==> config.mk <==
export PLATFORM = sky130hd
export DESIGN_NAME = exc_capture_unit_flat
export DESIGN_NICKNAME = d
export VERILOG_FILES = /design/src/rtl/exc_capture_if.sv /design/src/rtl/exc_capture_unit.sv /design/src/flat_wrapper.sv
export SDC_FILE = /design/constraint.sdc
export NUM_CORES = 1
export LEC_CHECK = 0
export ABC_AREA = 1
export BUFFER_PORTS_ARGS = -buffer_cell sky130_fd_sc_hd__buf_2
export CAP_MARGIN = 20
export CORE_UTILIZATION = 55
export CTS_BUF_LIST = sky130_fd_sc_hd__clkbuf_4 sky130_fd_sc_hd__clkbuf_8
export CTS_CLUSTER_DIAMETER = 200
export DETAILED_ROUTE_END_ITERATION = 6
export GPL_ROUTABILITY_DRIVEN = 1
export PLACE_DENSITY_LB_ADDON = 0.1
export SETUP_SLACK_MARGIN = 0.05
export SLEW_MARGIN = 20
export SYNTH_ARGS = -nofsm -noshare
export SYNTH_HDL_FRONTEND = slang
export SYNTH_SLANG_ARGS = --single-unit
==> constraint.sdc <==
create_clock -name clk -period 2 [get_ports clk]
set_input_delay 0.2 -clock clk [delete_from_list [all_inputs] [get_ports clk]]
set_output_delay 0.2 -clock clk [all_outputs]
set_load 0.02 [all_outputs]
==> src/rtl/exc_capture_if.sv <==
// Exception capture bus: raw fault sources and trap handshake toward the control FSM.
// The master side drives the faults, the address, the acknowledge and the flush.
interface exc_capture_if #(
   parameter int NSRC = 9,
   parameter int AW   = 32,
   parameter int CW   = 4
);
   logic [NSRC-1:0] exc_in;
   logic [AW-1:0]   addr_in;
   logic            exc_ack;
   logic            flush;
   logic [NSRC-1:0] exc_vis;
   logic            exc_any;
   logic            exc_req;
   logic [CW-1:0]   exc_cause;
   logic [AW-1:0]   exc_tval;
   logic            exc_lost;

   modport master (
      output exc_in, addr_in, exc_ack, flush,
      input  exc_vis, exc_any, exc_req, exc_cause, exc_tval, exc_lost
   );

   modport slave (
      input  exc_in, addr_in, exc_ack, flush,
      output exc_vis, exc_any, exc_req, exc_cause, exc_tval, exc_lost
   );
endinterface

==> src/rtl/exc_capture_unit.sv <==
// Exception capture unit: per-source pulse stretching, priority capture of cause/address,
// trap request held until acknowledged. Optional lost-exception flag: EXC_LOST_TRACK_EN.
module exc_capture_unit #(
   parameter int NSRC = 9,
   parameter int HOLD = 2,
   parameter int AW   = 32,
   parameter int CW   = 4
) (
   input  logic         clk,
   input  logic         rst,
   exc_capture_if.slave bus
);
   typedef enum logic [0:0] {ST_IDLE = 1'b0, ST_PEND = 1'b1} state_t;

   localparam logic [3:0] HOLD_LD = 4'(HOLD - 1);

   state_t        state_r;
   logic [3:0]    cnt_r [NSRC];
   logic [NSRC-1:0] vis_s;
   logic          ack_pend_s;
   logic          req_r;
   logic [CW-1:0] cause_r;
   logic [AW-1:0] tval_r;

   function automatic logic [CW-1:0] lowest_idx(input logic [NSRC-1:0] v);
      logic [CW-1:0] idx;
      idx = {CW{1'b0}};
      for (int i = NSRC - 1; i >= 0; i--) begin
         if (v[i]) begin
            idx = CW'(i);
         end else begin
            idx = idx;
         end
      end
      return idx;
   endfunction

   assign ack_pend_s = (state_r == ST_PEND) & bus.exc_ack;

   // Stretched view: a live pulse or a still-running hold counter.
   always_comb begin
      vis_s = {NSRC{1'b0}};
      for (int i = 0; i < NSRC; i++) begin
         vis_s[i] = bus.exc_in[i] | (cnt_r[i] != 4'd0);
      end
   end

   // Hold counters; an acknowledge drops stale stretch but keeps same-cycle pulses.
   always_ff @(posedge clk) begin
      for (int i = 0; i < NSRC; i++) begin
         if (rst || bus.flush) begin
            cnt_r[i] <= 4'd0;
         end else if (bus.exc_in[i]) begin
            cnt_r[i] <= HOLD_LD;
         end else if (ack_pend_s || (cnt_r[i] == 4'd0)) begin
            cnt_r[i] <= 4'd0;
         end else begin
            cnt_r[i] <= cnt_r[i] - 4'd1;
         end
      end
   end

   // Capture FSM; cause and address stay frozen while a trap is pending or flushed.
   always_ff @(posedge clk) begin
      if (rst) begin
         state_r <= ST_IDLE;
         req_r   <= 1'b0;
         cause_r <= {CW{1'b0}};
         tval_r  <= {AW{1'b0}};
      end else if (bus.flush) begin
         state_r <= ST_IDLE;
         req_r   <= 1'b0;
      end else begin
         case (state_r)
            ST_IDLE: begin
               if (|vis_s) begin
                  state_r <= ST_PEND;
                  req_r   <= 1'b1;
                  cause_r <= lowest_idx(vis_s);
                  tval_r  <= bus.addr_in;
               end else begin
                  state_r <= ST_IDLE;
                  req_r   <= 1'b0;
               end
            end
            ST_PEND: begin
               if (bus.exc_ack) begin
                  state_r <= ST_IDLE;
                  req_r   <= 1'b0;
               end else begin
                  state_r <= ST_PEND;
                  req_r   <= 1'b1;
               end
            end
            default: begin
               state_r <= ST_IDLE;
               req_r   <= 1'b0;
            end
         endcase
      end
   end

`ifdef EXC_LOST_TRACK_EN
   logic lost_r;

   // Sticky overrun flag: any new fault seen while a trap waits for service.
   always_ff @(posedge clk) begin
      if (rst || bus.flush || ack_pend_s) begin
         lost_r <= 1'b0;
      end else if ((state_r == ST_PEND) && (|bus.exc_in)) begin
         lost_r <= 1'b1;
      end else begin
         lost_r <= lost_r;
      end
   end

   assign bus.exc_lost = lost_r;
`else
   assign bus.exc_lost = 1'b0;
`endif

   assign bus.exc_vis   = vis_s;
   assign bus.exc_any   = |vis_s;
   assign bus.exc_req   = req_r;
   assign bus.exc_cause = cause_r;
   assign bus.exc_tval  = tval_r;
endmodule

==> src/flat_wrapper.sv <==
// flat-port wrapper written by rule: the top's interface ports become plain ports
module exc_capture_unit_flat 
#(
   parameter int NSRC = 9,
   parameter int HOLD = 2,
   parameter int AW   = 32,
   parameter int CW   = 4
)
  (clk, rst, bus_exc_in, bus_addr_in, bus_exc_ack, bus_flush, bus_exc_vis, bus_exc_any, bus_exc_req, bus_exc_cause, bus_exc_tval, bus_exc_lost);
  exc_capture_if #(.NSRC(NSRC), .AW(AW), .CW(CW)) bus_i ();
  input  logic clk;
  input  logic rst;
  input wire logic [$bits(bus_i.exc_in)-1:0] bus_exc_in;
  input wire logic [$bits(bus_i.addr_in)-1:0] bus_addr_in;
  input wire logic [$bits(bus_i.exc_ack)-1:0] bus_exc_ack;
  input wire logic [$bits(bus_i.flush)-1:0] bus_flush;
  output wire logic [$bits(bus_i.exc_vis)-1:0] bus_exc_vis;
  output wire logic [$bits(bus_i.exc_any)-1:0] bus_exc_any;
  output wire logic [$bits(bus_i.exc_req)-1:0] bus_exc_req;
  output wire logic [$bits(bus_i.exc_cause)-1:0] bus_exc_cause;
  output wire logic [$bits(bus_i.exc_tval)-1:0] bus_exc_tval;
  output wire logic [$bits(bus_i.exc_lost)-1:0] bus_exc_lost;
  assign bus_i.exc_in = bus_exc_in;
  assign bus_i.addr_in = bus_addr_in;
  assign bus_i.exc_ack = bus_exc_ack;
  assign bus_i.flush = bus_flush;
  assign bus_exc_vis = bus_i.exc_vis;
  assign bus_exc_any = bus_i.exc_any;
  assign bus_exc_req = bus_i.exc_req;
  assign bus_exc_cause = bus_i.exc_cause;
  assign bus_exc_tval = bus_i.exc_tval;
  assign bus_exc_lost = bus_i.exc_lost;
  exc_capture_unit #(.NSRC(NSRC), .HOLD(HOLD), .AW(AW), .CW(CW)) u_core (.clk(clk), .rst(rst), .bus(bus_i));
endmodule
* After elaboration in Yosys (flattened, before gate mapping) *
Memory sizes are Yosys's and may differ from the RTL's.
Index checks and enable logic that the tools add are counted.

storage, ports and cells
  flip-flop bits (word level) = 37
  memory bits (writable) = 36
  input port bits = 45
  output and inout bits = 48
  word-level logic and storage cells = 223
  memories kept = 1

cells by class
  add/subtract/negate cells = 9
  mux-type cells = 140
  bitwise logic cells = 39
  reductions and logical operators = 31

memories
  memory        words  width  rd ports  clocked after memory_dff  wr ports  RTL line                RTL
  u_core.cnt_r  9      4      9         0                         9         exc_capture_unit.sv:18  logic [3:0] cnt_r [NSRC];

operators with widths
  cell                                                                 number
  4-bit 2-to-1 mux                                                     36
  1-bit 2-to-1 mux                                                     103
  4-bit logical NOT                                                    9
  1-bit bitwise OR                                                     36
  4-bit nonzero test                                                   9
  4-bit by 1-bit subtractor with 4-bit output (second input constant)  9
  1-bit logical OR                                                     10
  9-bit OR reduction                                                   1
  3-bit AND reduction                                                  1
  1-bit NOT                                                            2
  1-bit one-hot mux with 2 select lines                                1
  2-bit OR reduction                                                   1
  1-bit AND                                                            1

* Longest topological paths before layout *
An unclocked memory read counts as a cell.

  word-level depth = 12
  mapped depth = 12
  gate-level depth less buffers = 12

* Least setup slack after synthesis *
OpenSTA, ideal clock, no wires.

  path type = register to register
  from = mem u_core.cnt_r[7][0]
  to = reg u_core.tval_r[14], in the netlist u_core.bus.exc_tval[14]
  setup time = 116 ps
  arrival = 1783 ps
  required time = 1884 ps
  setup slack = 101 ps
  cell stages (with the launch flop) = 13
  path buffers = 1
  clock period less this slack = 1899 ps
  path through = edfxtp_1 -> inv_1 -> ha_1 -> nand3_1 -> nor2_1 -> nand2_2 -> nor2_4 -> nand2_4 -> nand2_8 -> inv_6 -> buf_6 -> nor2_1 -> nor2_1

RTL lines
  element               RTL line                RTL
  from (decl)           exc_capture_unit.sv:18
  to (signal assigned)  exc_capture_unit.sv:69  tval_r <= {AW{1'b0}};
  to (signal assigned)  exc_capture_unit.sv:80  tval_r <= bus.addr_in;
  to (decl)             exc_capture_unit.sv:23  logic [AW-1:0] tval_r;

==> out/results.txt <==
Cell Chain, Critical Path - inv_2 -> ha_4 -> nand3_4 -> nor2_4 -> nand2_2 -> nor2_4 -> nand2_4 -> buf_6
initial core utilization - 0.582
first-pass iteration count of the detailed router - 4
hold buffers post-CTS - 0
dpl ws - 0.0690 ns
Mapped Cells - 377
Power Density - 731 nW/um2
CP max FO - 4
via/cell ratio - 4.89
Residual DRC - 0
layout cell share with drive strength beyond 1 - 0.398
Hold Vio Cnt, Final - 0
Gate power share - 0.175
die area - 6740 um2
sequential fraction of the synthesis area - 0.516
initial antenna violation count - 0
WL/cell - 13.4 um
Core Rows - 28
final setup fails - 0
status - finished, final reports clean
utilization after layout - 0.789
slowest cell delay on critical path - 0.42 ns
worst hold slack - 0.0477 ns
die width - 82.1 um
switching power - 974 uW
synthesized area per cell - 9.36 um2
family with the most delay on the worst path - simple AND/OR/NAND/NOR gates
critical path class - reg -> out
Cell Count, Final, Fillers Out - 615
post-route ant nets - 0
insertion delay to the later sink of the worst-skew pair - 0.35 ns
antenna diode count - 0
Buf/Inv on CP - 2
RSZ-0062 raised after global routing - yes
TritonCTS clock tree - yes
buffers added on ports - 91
Peak VDD IR - 0.609 mV
core area - 6060 um2
clock sinks - 73
I/O Pins - 93
Crit-path slowest cell - edfxtp_1
CP most frequent cell - nor2_4
CP Capture Type - primary output
mapped cell area - 3530 um2
vias - 3006
DRC marker count from the first detailed-route iteration - 139
final worst slack - 0.0708 ns
clock power share - 0.328
Final Cycle Share - 0.965
startpoint types - flop
post-DP HPWL - 5.05 mm
Final GP Congestion - 0.751
root buf cell - clkbuf_8
P_leak - 2.19 nW
first-pass GRT wire length - 11.4 mm
gr ovfl total - 0
WP data arrival - 1.73 ns
sw frac - 0.278
H-tree Lvls - 3
Min Clock Period, post-route - 1.93 ns
Placed Cells - 570
Reg clk slew, reported paths - 0.08 ns
detailed-route wire length - 8.23 mm
Hold Crit Class - in -> reg
fmax - 518 MHz
area grow syn2layout - 35.5%
# nets final - 598
Critical Path RT - 1.80 ns
unique cell type count in the Yosys netlist - 29
internal power - 2.52 mW
Die H - 82.1 um
Reg power frac - 0.497
GRT Total Usage - 0.229
Max Cap Viol - 0
Clock Skew - 0.00926 ns
clk buf depth - 2
largest net degree at the start of global routing - 36
synth warn - 0
number of global-route vias before repair - 2587
flops & latches, synth - 73
number of CTS-inserted buffers - 9
Slew Limit Fails - 0
==> Yosys cell counts (all sizes together) <==
cell,number,area (um2)
clkbuf,3,11.3
a21oi,2,13.8
conb,2,7.51
nand2,25,120
nand3,17,105
nor3,9,45.0
o21a,1,7.51
inv,42,163
nor2,115,534
nand4,1,6.26
a21boi,1,7.51
dfxtp,37,741
o21ai,34,170
ha,18,225
buf,7,75.1
o22ai,8,50.1
edfxtp,36,1080
xnor2,17,149
xor2,1,8.76
o31ai,1,7.51
==> final timing paths <==
kind	start	end	slack, ns	cells after the start
min reg2reg	u_core.bus.exc_cause[2]	u_core.bus.exc_cause[2]	0.47	2
min	rst	u_core.bus.exc_cause[2]	0.05	2
max	u_core.cnt_r[7][0]	bus_exc_any	0.07	8
max reg2reg	u_core.cnt_r[7][0]	u_core.bus.exc_tval[11]	0.14	11
==> per-layer routing <==
metal,global-route usage,routed length [um],vias to the layer above
met3,0.0571,526,20
met1,0.270,3280,1375
met2,0.391,4170,102
met4,0.102,248,0
met5,0,0,-
li1,-,-,1509
==> per-stage QoR <==
step / power, mW / area, um2 / setup TNS [ns]
final: 3.50 / 4780 / 0
after detailed placement: 2.27 / 4140 / 0
after floorplan: 2.12 / 3660 / 0
after global placement: 2.26 / 4140 / 0
after CTS: 3.44 / 4510 / 0
after global routing: 3.66 / 4780 / -0.00314
==> cells in the final DEF, fill, tap and decap left out <==
cell and n:
nor2_1 73, edfxtp_1 36, nand4_1 1, inv_6 1, buf_4 31, a21oi_1 1, xor2_1 1, o21ai_0 34
nor3_1 9, bufinv_16 1, buf_2 90, inv_2 13, nor2_4 8, nand2_8 1, ha_1 10, o31ai_1 1
nand2_1 21, o22ai_1 8, nor2_2 34, nand2_4 1, xnor2_1 17, ha_4 8, dfxtp_1 37, inv_4 1
nand3_4 8, o21a_1 1, a21boi_0 1, clkbuf_8 10, a21oi_2 1, inv_1 28, buf_6 1, conb_1 37
nand2_2 2, nand3_1 9, clkinv_2 4
==> final cells by class <==
type                       instances  area (um2)
tap                               75        93.8
clock inverter                     6        56.3
inverter                          42         163
multi-input combinational        287        1810
sequential                        73        1820
timing repair buffer             122         694
clock buffer                      10         138
fill                             410        1280
==> kinds of logic after synthesis <==
kind of cell / share of synthesized area
AND/OR/NAND/NOR: 0.230
flip-flops: 0.516
buffers and inverters: 0.0706
AO/OA/AOI/OAI: 0.0727
XOR/XNOR: 0.0447
adder cells (fa/ha/maj): 0.0638
other: 0.00213
==> worst reg2reg max path, cell delays in order, from the launching register on <==
cell and delay [ns]:
edfxtp_1 0.42, inv_2 0.10, ha_4 0.15, nand3_4 0.10, nor2_4 0.13, nand2_2 0.09
nor2_4 0.15, nand2_4 0.09, nand2_8 0.15, inv_6 0.16, nor2_2 0.15, nor2_1 0.06
==> timing repair <==
action                     CTS  global route
setup endpoints to repair    4            37
resized for setup           13            41
setup buffers               17            12
pin swaps                    6             5
==> power by group through the flow <==
stage	registers, mW	clock network [mW]	logic [mW]
after floorplan	1.83	0	0.295
after global placement	1.76	0	0.492
after detailed placement	1.77	0	0.504
after CTS	1.73	1.17	0.540
after global routing	1.75	1.23	0.682
final	1.74	1.15	0.612
==> state kept, by name, indices dropped and copies added (netlist names) <==
register / flops
u_core.cnt_r: 36
u_core.state_r: 1
u_core.bus.exc_cause: 4
u_core.bus.exc_tval: 32
Note: power is estimated with default switching activity, not from simulation.
